### src/rtl/sdram_dl_writer.sv
// Turns the byte-wide ROM download stream into 16-bit toggle-handshake SDRAM
// write requests, pairing bytes into words and buffering them in a small FIFO.
`timescale 1ns/1ps
module sdram_dl_writer #(
    parameter int unsigned DEPTH = 4,
    parameter logic [23:0] BASE  = 24'h000000
) (
    input  logic        clk,
    input  logic        reset,
    input  logic        dl_active,
    input  logic        dl_wr,
    input  logic [23:0] dl_addr,
    input  logic [7:0]  dl_data,
    output logic        dl_wait,
    output logic        port_req,
    input  logic        port_ack,
    output logic        port_we,
    output logic [22:0] port_a,
    output logic [1:0]  port_ds,
    output logic [15:0] port_d,
    output logic        done,
    output logic [23:0] words_written
);
    localparam int unsigned PTR_W = (DEPTH > 1) ? $clog2(DEPTH) : 1;
    localparam int unsigned CNT_W = PTR_W + 1;

    typedef struct packed {
        logic [22:0] a;
        logic [1:0]  ds;
        logic [15:0] d;
    } entry_t;

    typedef enum logic [1:0] {IDLE, ACTIVE, FLUSH} dl_state_t;
    typedef enum logic {REQ_IDLE, REQ_BUSY} req_state_t;

    dl_state_t        dl_state;
    req_state_t       req_state;
    entry_t           fifo_mem [DEPTH];
    logic [PTR_W-1:0] wr_ptr;
    logic [PTR_W-1:0] rd_ptr;
    logic [CNT_W-1:0] count;
    logic [CNT_W-1:0] count_nxt;
    logic             held_valid;
    logic             held_odd;
    logic [22:0]      held_wa;
    logic [7:0]       held_data;
    logic             dl_active_q;

    logic [23:0]      eff_addr;
    logic             strobe;
    logic             full;
    logic             empty;
    logic             pop;
    logic             push_req;
    logic             do_push;
    logic             hold_set;
    logic             hold_clr;
    entry_t           push_entry;
    entry_t           held_entry;
    entry_t           head;

    assign port_we  = 1'b1;
    assign eff_addr = dl_addr + BASE;
    assign strobe   = dl_wr && dl_active;
    assign full     = (count == CNT_W'(DEPTH));
    assign empty    = (count == '0);
    assign pop      = (req_state == REQ_BUSY) && (port_ack == port_req);
    assign do_push  = push_req && !full;
    assign head     = fifo_mem[rd_ptr];

    // Byte assembly: a held odd byte never pairs, it is flushed on the next quiet cycle.
    always_comb begin
        held_entry = '{a: held_wa,
                       ds: held_odd ? 2'b10 : 2'b01,
                       d: held_odd ? {held_data, 8'h00} : {8'h00, held_data}};
        push_req   = 1'b0;
        push_entry = held_entry;
        hold_set   = 1'b0;
        hold_clr   = 1'b0;
        if (strobe) begin
            if (held_valid && !held_odd && eff_addr[0] && (held_wa == eff_addr[23:1])) begin
                push_req   = 1'b1;
                push_entry = '{a: eff_addr[23:1], ds: 2'b11, d: {dl_data, held_data}};
                hold_clr   = 1'b1;
            end else if (held_valid) begin
                push_req = 1'b1;
                hold_set = 1'b1;
            end else if (eff_addr[0]) begin
                push_req   = 1'b1;
                push_entry = '{a: eff_addr[23:1], ds: 2'b10, d: {dl_data, 8'h00}};
            end else begin
                hold_set = 1'b1;
            end
        end else if (held_valid && (held_odd || !dl_active) && !full) begin
            push_req = 1'b1;
            hold_clr = 1'b1;
        end
    end

    always_comb begin
        count_nxt = count;
        if (do_push && !pop) begin
            count_nxt = count + CNT_W'(1);
        end else if (!do_push && pop) begin
            count_nxt = count - CNT_W'(1);
        end
    end

    always_ff @(posedge clk) begin
        if (do_push) begin
            fifo_mem[wr_ptr] <= push_entry;
        end
    end

    always_ff @(posedge clk) begin
        if (reset) begin
            dl_state      <= IDLE;
            req_state     <= REQ_IDLE;
            wr_ptr        <= '0;
            rd_ptr        <= '0;
            count         <= '0;
            held_valid    <= 1'b0;
            held_odd      <= 1'b0;
            held_wa       <= '0;
            held_data     <= '0;
            dl_active_q   <= 1'b0;
            dl_wait       <= 1'b0;
            port_req      <= port_ack;
            port_a        <= '0;
            port_ds       <= '0;
            port_d        <= '0;
            done          <= 1'b0;
            words_written <= '0;
        end else begin
            dl_active_q <= dl_active;
            count       <= count_nxt;
            dl_wait     <= (count_nxt >= CNT_W'(DEPTH - 1));
            done        <= 1'b0;
            if (do_push) begin
                wr_ptr <= wr_ptr + PTR_W'(1);
            end
            if (pop) begin
                rd_ptr <= rd_ptr + PTR_W'(1);
            end
            if (hold_set) begin
                held_valid <= 1'b1;
                held_odd   <= eff_addr[0];
                held_wa    <= eff_addr[23:1];
                held_data  <= dl_data;
            end else if (hold_clr) begin
                held_valid <= 1'b0;
            end

            // Requester: idle port_req tracks port_ack so stale acks cannot complete anything.
            case (req_state)
                REQ_IDLE: begin
                    if (!empty) begin
                        port_a    <= head.a;
                        port_ds   <= head.ds;
                        port_d    <= head.d;
                        port_req  <= ~port_ack;
                        req_state <= REQ_BUSY;
                    end else begin
                        port_req <= port_ack;
                    end
                end
                REQ_BUSY: begin
                    if (pop) begin
                        words_written <= words_written + 24'd1;
                        req_state     <= REQ_IDLE;
                    end
                end
                default: req_state <= REQ_IDLE;
            endcase

            case (dl_state)
                IDLE: begin
                    if (dl_active && !dl_active_q) begin
                        words_written <= '0;
                        dl_state      <= ACTIVE;
                    end
                end
                ACTIVE: begin
                    if (!dl_active) begin
                        dl_state <= FLUSH;
                    end
                end
                FLUSH: begin
                    if (empty && !held_valid && (req_state == REQ_IDLE)) begin
                        if (dl_active) begin
                            dl_state <= ACTIVE;
                        end else begin
                            done     <= 1'b1;
                            dl_state <= IDLE;
                        end
                    end
                end
                default: dl_state <= IDLE;
            endcase
        end
    end

    // The source must honour dl_wait; a push into a full FIFO loses data.
    assert property (@(posedge clk) disable iff (reset) !(push_req && full));

endmodule

### config.mk
export PLATFORM = sky130hd
export DESIGN_NAME = sdram_dl_writer
export DESIGN_NICKNAME = d
export VERILOG_FILES = /design/src/rtl/sdram_dl_writer.sv
export SDC_FILE = /design/constraint.sdc
export NUM_CORES = 1
export LEC_CHECK = 0
export BUFFER_PORTS_ARGS = -buffer_cell sky130_fd_sc_hd__buf_4
export CAP_MARGIN = 0
export CORE_ASPECT_RATIO = 1.2
export CORE_UTILIZATION = 59
export CTS_BUF_LIST = sky130_fd_sc_hd__clkbuf_16
export DETAILED_ROUTE_END_ITERATION = 7
export PLACE_DENSITY_LB_ADDON = 0.1
export SYNTH_ARGS = -nofsm -noshare
export SYNTH_HDL_FRONTEND = slang
export SYNTH_SLANG_ARGS = --single-unit
### constraint.sdc
create_clock -name clk -period 3.7 [get_ports clk]
set_clock_uncertainty 0.05 [all_clocks]
set_input_delay 0.37 -clock clk [delete_from_list [all_inputs] [get_ports clk]]
set_output_delay 0.37 -clock clk [all_outputs]
set_load 0.02 [all_outputs]
==> results.toml, run 1 <==
[synth]
synth_top_area_cell = "edfxtp_1"
avgSynthCellArea_sq_um = 13.5
synth.distinct_cells = 45
ys_ff_latch = 276
synth_top_family_by_area = "multiplexers"
synth_edf_count = 165
synthMuxAreaShare = 0.147
synthTopCellsByArea = "edfxtp_1 43%, dfxtp_1 19%, mux4_2 8.1%"
synthCells = 848
ys.flop_type = "edfxtp_1"
syn_area_sq_mm = 0.0114
synth_nets = 893
async_flop_share = 0
synth.yosys.warnings = 0
yosysTopAreaCellShare = 0.433
synth_xor_area_frac = 0.0383
yosys.area_share.simple = 0.122
synth.most_common_cell = "edfxtp_1"
synthAdderAreaFrac = 0.00876
synth_compound_area_frac = 0.0304
ys_top_cells_by_count = "165 x edfxtp_1, 111 x dfxtp_1, 108 x nand2_1, 70 x nand2b_1, 52 x a21oi_1"
synth-seq-area-share = 0.628

[cts]
cts.reportedPaths.clkPinSlew_ps = 60
htreeDepth = 1
post-cts-setup-buffer-count = 0
clock_latency_ps = 520
cts_sinks = 276
cts_tree = "yes"
cts_max_path_buffers = 3
numCtsBuffers = 27
hold_buffers = 0
cts-root-buf = "clkbuf_16"
cts-resized-gates = 0

[die]
rows = 55
die_w_microns = 129
core_area_sq_mm = 0.0189
io_pins = 106
die_area_sq_mm = 0.0199
initial_core_util = 0.604
die_height_microns = 154

[grt]
grt_remaining_overflow = 0
grt_pass1_vias = 7107
grt_pass1_wl_microns = 35800
grt_max_degree = 75
grt.total_usage = 0.235
antenna_found_initial = 0

[sta]
fin_worst_hold_slack_ps = 49.2
setup_viol = 0
timing.fmax_mhz = 330
tightest_slew_ps = 1220
slew-limit-headroom = 0.188
min_period_ps = 3030
slew_viol_final = 0
setup-tns-final_ps = 0
rsz0062_at_grt = "no"
finalCritPeriodShare = 0.820
hold_viol_final = 0

[pwr]
p_int_mw = 6.05
comb_power_share = 0.221
swShare = 0.282
pwr-share-clk = 0.341
powerDensity_mw_per_mm2 = 629
ir_drop_mv = 0.432
p_total_mw = 8.42
power_frac_seq = 0.439
p_leak_nw = 4.88
p_switching_mw = 2.37

[placement]
io_buffers = 104
gp_congestion = 0.764
dp_hpwl_microns = 14600

[cells_and_area]
finish.utilization = 0.708
diodes = 0
nFillCells = 1304
syn2layout_area_growth_pct = 17.2
fin_nets = 993
drive_gt1_frac = 0.245

[worst_setup_path]
worstRegToRegCells = 7
cp.arrival_ps = 3250
r2r_slack_ps = 670
critPathCaptureType = "flip-flop"
path_max_fanout = 25
worstPathRequired_ps = 3910
r2r-end = "fifo_mem[0][24]$_DFFE_PP_"
path_class = "reg -> reg"
critPathCapture = "fifo_mem[0][24]$_DFFE_PP_"
cp-startpoint = "held_odd$_SDFFE_PP0P_"
cp-start-kind = "flip-flop"
r2r-start = "held_odd$_SDFFE_PP0P_"

[routing]
drt_iter0_markers = 335
vias = 6794
drt-total-wl_microns = 22700
ant_nets = 0
post_drt_wl_per_cell_microns = 18.5
drc = 0
drt_pass1_iterations = 4
post_drt_via_cell_ratio = 5.55

[worst_hold_path]
min_path_type = "in -> reg"

[run]
max_cap_viol_count = 0

[outcome]
status = "completed"
worst max-delay path: stages, from the launching register on:
cell and delay, ps:
dfxtp_1 450, nand3b_1 240, nor4_1 440, nand4_1 200
nor3_2 400, o21ai_4 370, buf_4 300, mux2_4 320
state kept, by name, summed over array words and instances, names as in the netlist, 2 cells and up:
name / cells
fifo_mem: 164
words_written: 24
held_wa: 23
port_a: 23
port_d: 16
held_data: 8
count: 3
dl_state: 2
port_ds: 2
rd_ptr: 2
wr_ptr: 2
through the flow:
stage / worst slack (ps) / instances / area, sq um
CTS: 675 / 1224 / 13400
detailed placement: 699 / 1175 / 12500
global route: 513 / 1224 / 13400
finish: 667 / 1224 / 13400
floorplan: 907 / 848 / 11400
global placement: 809 / 1175 / 12500
per-layer routing:
layer | GRT usage | vias up | wire length, microns
met4 | 0.0784 | 0 | 569
met2 | 0.427 | 172 | 12100
li1 | - | 3218 | -
met1 | 0.280 | 3357 | 8940
met3 | 0.0398 | 47 | 1080
met5 | 0 | - | 0
logic make-up (layout without fill, tap and decap cells):
logic type	after synthesis	count (layout)
AND/OR/NAND/NOR	282	282
flip-flops	276	276
multiplexers	106	106
AO/OA/AOI/OAI	64	64
buffers and inverters	61	181
XOR/XNOR	50	50
adder cells (fa/ha/maj)	8	8
other	1	1
cells in the final DEF (no fill, tap or decap), types with 5 or more instances in the layout:
| cell | instances |
|---|---|
| buf_4 | 116 |
| or3_1 | 5 |
| edfxtp_1 | 165 |
| xnor2_1 | 20 |
| clkinv_2 | 5 |
| a21oi_1 | 52 |
| nor2_1 | 38 |
| clkbuf_16 | 27 |
| nand2_1 | 108 |
| mux2_4 | 21 |
| bufinv_16 | 6 |
| mux4_2 | 41 |
| inv_1 | 17 |
| and2_1 | 12 |
| dfxtp_1 | 109 |
| nand4_1 | 11 |
| ha_1 | 8 |
| nand3_1 | 8 |
| mux2i_1 | 42 |
| xor2_1 | 30 |
| nand2b_1 | 70 |
| o21ai_0 | 5 |
cell type report:
cell class / instances / area [sq um] / area share
Clock buffer: 27 / 676 / 0.0504
Clock inverter: 22 / 263 / 0.0196
Inverter: 14 / 52.6 / 0.00392
Multi-Input combinational cell: 511 / 3990 / 0.298
Sequential cell: 276 / 7180 / 0.536
Tap cell: 256 / 320 / 0.0239
Timing Repair Buffer: 118 / 911 / 0.0680
power groups by stage:
stage | Clock [mW] | Combinational (mW) | Sequential [mW]
floorplan | 0 | 1.02 | 3.92
global placement | 0 | 1.84 | 3.74
detailed placement | 0 | 1.88 | 3.76
CTS | 2.91 | 1.89 | 3.70
global route | 3.05 | 2.02 | 3.72
finish | 2.87 | 1.86 | 3.70
how the worst min path moves through the flow:
stage | startpoint | to | slack [ps] | depth (start not counted)
global route | dl_active | done$_SDFF_PP0_ | 40 | 2
floorplan | dl_active | done$_SDFF_PP0_ | 400 | 1
detailed placement | port_d[6]$_SDFFE_PP0P_ | port_d[6]$_SDFFE_PP0P_ | 400 | 2
finish | dl_active | done$_SDFF_PP0_ | 50 | 2
CTS | dl_active | done$_SDFF_PP0_ | 30 | 2
global placement | port_d[9]$_SDFFE_PP0P_ | port_d[9]$_SDFFE_PP0P_ | 390 | 2
Note: power is estimated with default switching activity, not from simulation.
==> inputs of run 2 (changes only) <==
- CORE_UTILIZATION: 59 -> 53
- clock period: 3.7 -> 2.7 ns (I/O delays scaled with it)
==> results.toml, run 2 (synthesized netlist as in run 1, its figures left out) <==
[outcome]
status = "completed"

[cells_and_area]
syn2layout_area_growth_pct = 21.8
mostFrequentLayoutCell = "edfxtp_1"
finalInstanceArea_sq_mm = 0.0139
largest_reg_flops = 164
mostFrequentLayoutCells = "165 x edfxtp_1, 122 x buf_4, 109 x dfxtp_1"
drive_gt1_frac = 0.246
diodes = 0
fin_nets = 1036
fin_cells = 1283
reg_top3 = "fifo_mem (164), words_written (24)"
top_register = "fifo_mem"

[worst_setup_path]
worstPathRequired_ps = 3110
cp.arrival_ps = 2950
cp_cell_sequence = "dlygate4sd3_1 -> buf_4 -> xor2_1 -> nor4_1 -> buf_4 -> nand4_1 -> nor3_4 -> nor3b_2 -> buf_12 -> mux2i_1"
path_class = "in -> reg"
critPathMostFrequentCell = "buf_4"
critPathCaptureType = "flip-flop"
path_max_fanout = 24
cpPeakStageDelay_ps = 850
cp-start-kind = "primary input"
worst_path_max_delay_cell = "nor3b_2"

[placement]
dp_hpwl_microns = 15400
placed_cells = 1199
dpl-instance-area_sq_mm = 0.0126
io_buffers = 104
gp_congestion = 0.795

[sta]
setup-tns-final_ps = 0
setup_viol = 0
slew_viol_final = 0
timing.fmax_mhz = 393
tightest_slew_ps = 1070
hold_viol_final = 0
finalCritPeriodShare = 0.943
fin_worst_hold_slack_ps = 23.1
slew-limit-headroom = 0.285
min_period_ps = 2550
rsz0062_at_grt = "no"

[worst_hold_path]
min_path_type = "in -> reg"

[run]
max_cap_viol_count = 0

[die]
initial_core_util = 0.543
die_w_microns = 136
io_pins = 106
core_area_sq_mm = 0.0210
die_area_sq_mm = 0.0222
rows = 58
die_height_microns = 163

[cts]
clock_latency_ps = 540
htreeDepth = 1
cts.reportedPaths.clkPinSlew_ps = 60
post-cts-setup-buffer-count = 0
cts_sinks = 276
cts_max_path_buffers = 3
numCtsBuffers = 28
cts-root-buf = "clkbuf_16"
cts_tree = "yes"

[routing]
post_drt_wl_per_cell_microns = 18.7
ant_nets = 0
drc = 0
vias = 6958
drt_pass1_iterations = 4
drt_iter0_markers = 329
drt-total-wl_microns = 24000
post_drt_via_cell_ratio = 5.42

[grt]
grt_pass1_vias = 7131
antenna_found_initial = 0
grt_pass1_wl_microns = 36900
grt_max_degree = 61
grt_remaining_overflow = 0
grt.total_usage = 0.221

[pwr]
p_switching_mw = 3.35
ir_drop_mv = 0.659
p_leak_nw = 5.11
swShare = 0.283
p_int_mw = 8.47
power_frac_seq = 0.430
pwr-share-clk = 0.348
powerDensity_mw_per_mm2 = 849
p_total_mw = 11.8
comb_power_share = 0.222
## run 2: cell types whose count changed in the layout (fill, tap and decap cells not counted), moves of 2 or more
| cell | before | now |
|---|---|---|
| inv_1 | 17 | 15 |
| clkinv_1 | 4 | 8 |
| clkbuf_16 | 27 | 29 |
| buf_12 | 2 | 6 |
| dlygate4sd3_1 | 0 | 32 |
| buf_4 | 116 | 122 |
## run 2: power groups by stage
stage,clock network (mW),registers (mW),logic (mW)
finish,4.11,5.08,2.62
global route,4.33,5.13,2.84
CTS,4.17,5.09,2.66
detailed placement,0,5.17,2.62
global placement,0,5.15,2.57
floorplan,0,5.36,1.39
## run 2: what timing repair did
| item | in CTS | in global routing |
|---|---|---|
| gates resized for setup | 0 | 2 |
| hold buffers | 31 | 1 |
| setup endpoints to repair | 0 | 98 |
| endpoints found under the hold margin | 32 | 1 |
## run 2: per-stage QoR
| step | worst slack, ps | utilization |
|---|---|---|
| floorplan | 334 | - |
| global placement | 162 | 0.599 |
| detailed placement | 121 | 0.599 |
| CTS | 125 | 0.661 |
| global route | 34.9 | 0.662 |
| finish | 153 | 0.662 |
## run 2: critical path, delay by kind of cell
| kind | cells | cell delay (ps) |
|---|---|---|
| xor gates and xnor gates | 1 | 170 |
| buffers and inverters | 4 | 1140 |
| muxes | 1 | 230 |
| and+or+nand+nor | 4 | 1130 |
## run 2: layer usage
metal  vias to the layer above  track usage  routed length (microns)
met2                       147        0.420                    12900
li1                       3305            -                        -
met5                         -            0                        0
met4                         0       0.0641                      467
met1                      3463        0.253                     9680
met3                        43       0.0302                      900
## run 2: final timing paths
check	end	cells past startpoint	slack (ps)	startpoint
max	held_wa[14]$_SDFFE_PP0P_	10	150	dl_addr[10]
min	held_data[4]$_SDFFE_PP0P_	3	20	dl_data[4]
max reg2reg	held_wa[14]$_SDFFE_PP0P_	8	180	held_wa[19]$_SDFFE_PP0P_
min reg2reg	port_a[1]$_SDFFE_PP0P_	2	400	port_a[1]$_SDFFE_PP0P_
## run 2: area by class of cell
cell class | instances | area [sq um]
well taps | 270 | 338
repair buffers | 160 | 1360
multi-input cells | 511 | 4010
clock inverters | 23 | 265
inverters | 14 | 52.6
flip-flops and latches | 276 | 7180
fillers | 1576 | 7120
clock buffers | 29 | 726
==> inputs of run 3 (changes only) <==
- ABC_AREA: not set -> 1
- CORE_UTILIZATION: 53 -> 54
==> results.toml, run 3 <==
[routing]
drt_pass1_iterations = 5
post_drt_wl_per_cell_microns = 15.7
vias = 9364
ant_nets = 0
post_drt_via_cell_ratio = 5.31
drt_iter0_markers = 592
drt-total-wl_microns = 27700
drc = 0

[worst_setup_path]
cp-start-kind = "flip-flop"
cp_cell_sequence = "nor2_2 -> and2_1 -> nand2_1 -> nor2_1 -> nand3_1 -> nand2_1 -> buf_4 -> nand3_1 -> nand2_1"
r2r-start = "held_odd$_SDFFE_PP0P_"
cp.arrival_ps = 2630
worst_path_max_delay_cell = "nand2_1"
r2r-end = "fifo_mem[3][23]$_DFFE_PP_"
path_max_fanout = 15
worstRegToRegCells = 9
critPathMostFrequentCell = "nand2_1"
critPathCaptureType = "flip-flop"
path_delay_family = "simple AND/OR/NAND/NOR gates"
path_class = "reg -> reg"
cpPeakStageDelay_ps = 450
worstPathRequired_ps = 3030
cp_num_buf_inv = 1
r2r_slack_ps = 400

[synth]
synth.most_common_cell = "nand2_1"
avgSynthCellArea_sq_um = 8.91
synth_nets = 1419
synthCells = 1374
yosysTopAreaCellShare = 0.405
syn_area_sq_mm = 0.0122
ys.flop_type = "edfxtp_1"
ys_ff_latch = 276
ys_top_cells_by_count = "202 x nand2_1, 179 x inv_1, 178 x nor2_1, 165 x edfxtp_1, 134 x o21ai_0"
synth_edf_count = 165
synth-seq-area-share = 0.586
async_flop_share = 0
synth.yosys.warnings = 0
synthTopCellsByArea = "edfxtp_1 40%, dfxtp_1 18%, nand2_1 6.2%"
synth.distinct_cells = 40
synth_top_area_cell = "edfxtp_1"

[die]
die_w_microns = 139
core_area_sq_mm = 0.0223
die_area_sq_mm = 0.0233
initial_core_util = 0.549
die_height_microns = 167
io_pins = 106
rows = 60

[cells_and_area]
largest_reg_flops = 164
mostFrequentLayoutCells = "202 x nand2_1, 180 x inv_1, 174 x nor2_1"
diodes = 0
top_register = "fifo_mem"
syn2layout_area_growth_pct = 17.2
drive_gt1_frac = 0.142
mostFrequentLayoutCell = "nand2_1"
fin_nets = 1507
finalInstanceArea_sq_mm = 0.0143
finish.utilization = 0.643
reg_top3 = "fifo_mem (164), words_written (24)"

[cts]
hold_buffers = 2
htreeDepth = 1
cts-resized-gates = 0
clock_latency_ps = 540
cts_sinks = 276
cts_max_path_buffers = 3
numCtsBuffers = 28
post-cts-setup-buffer-count = 0
cts_tree = "yes"
cts-root-buf = "clkbuf_16"
cts.reportedPaths.clkPinSlew_ps = 60

[sta]
setup_viol = 0
fin_worst_hold_slack_ps = 19.4
finalCritPeriodShare = 0.853
slew-limit-headroom = 0.444
fin_ws_ps = 398
hold_viol_final = 0
tightest_slew_ps = 834
timing.fmax_mhz = 434
min_period_ps = 2300
rsz0062_at_grt = "no"
slew_viol_final = 0

[worst_hold_path]
min_path_type = "in -> reg"
hold_end = "port_req$_DFFE_PP_"
hold_depth = 2
hold_start = "port_ack"

[run]
max_cap_viol_count = 0

[grt]
grt_remaining_overflow = 0
grt.total_usage = 0.244
antenna_found_initial = 0
grt_max_degree = 84
grt_pass1_vias = 8636
grt_pass1_wl_microns = 45000

[outcome]
status = "completed"

[placement]
dp_slack_ps = 440
dp_hpwl_microns = 18100
gp_congestion = 0.880
dpl-instance-area_sq_mm = 0.0133
io_buffers = 104

[pwr]
powerDensity_mw_per_mm2 = 826
p_leak_nw = 6.06
p_total_mw = 11.8
ir_drop_mv = 0.526
[run 3: changes by cell type after synthesis, moves of 41 or more]
cell	previous run	this run
o22ai_1	0	41
o21ai_0	5	134
nor2_1	39	178
inv_1	14	179
nand2b_1	70	0
nand3_1	8	103
mux4_2	41	0
a21oi_1	52	99
mux2i_1	42	0
nand2_1	108	202
[run 3: cell families (layout without fill, tap and decap cells)]
| logic type | after synthesis | count (layout) | synth area share |
|---|---|---|---|
| AND/OR/NAND/NOR | 531 | 531 | 0.188 |
| AO/OA/AOI/OAI | 285 | 285 | 0.123 |
| flip-flops | 276 | 276 | 0.586 |
| buffers and inverters | 260 | 370 | 0.0850 |
| XOR/XNOR | 13 | 13 | 0.00930 |
| adder cells (fa/ha/maj) | 8 | 8 | 0.00818 |
| other | 1 | 1 | 0.000306 |
[run 3: how the worst max path moves through the flow]
stage / startpoint / depth (start not counted) / to
after floorplan: count[0]$_SDFF_PP0_ / 7 / fifo_mem[0][0]$_DFFE_PP_
after global placement: held_odd$_SDFFE_PP0P_ / 7 / fifo_mem[3][26]$_DFFE_PP_
after detailed placement: held_odd$_SDFFE_PP0P_ / 7 / fifo_mem[3][26]$_DFFE_PP_
after CTS: held_odd$_SDFFE_PP0P_ / 7 / fifo_mem[3][0]$_DFFE_PP_
after global routing: held_odd$_SDFFE_PP0P_ / 7 / fifo_mem[3][0]$_DFFE_PP_
final: held_odd$_SDFFE_PP0P_ / 9 / fifo_mem[3][23]$_DFFE_PP_
[run 3: per-layer routing]
| layer | GRT usage | vias up | part of all wire |
|---|---|---|---|
| li1 | - | 4741 | - |
| met1 | 0.337 | 4318 | 0.46 |
| met2 | 0.402 | 267 | 0.47 |
| met3 | 0.0308 | 38 | 0.052 |
| met4 | 0.0754 | 0 | 0.022 |
| met5 | 0 | - | 0 |
[run 3: metrics by stage]
step / setup TNS [ps] / std cells
after global routing: 0 / 1763
after CTS: 0 / 1763
after detailed placement: 0 / 1709
final: 0 / 1763
after global placement: 0 / 1709
after floorplan: -90060 / 1374
[run 3: worst reg2reg max path, delay by kind of cell, from the launching register on]
kind                   cells  cell delay (ps)
AND/OR/NAND/NOR            8             1370
buffers and inverters      1              290
flip-flops                 1              420
[run 3: power breakdown]
group	switching (mW)	internal, mW	total (mW)	leakage, nW
Sequential	0.189	4.85	5.04	2.44
Clock	1.59	2.58	4.16	0.499
Combinational	1.74	0.903	2.64	3.12
[run 3: cell type report]
class                           count  area (sq um)
Tap cell                          279           349
Fill cell                        1897          7960
Sequential cell                   276          7180
Timing Repair Buffer              129          1040
Multi-Input combinational cell    838          4060
Inverter                          189           709
Clock inverter                     22           259
Clock buffer                       30           751
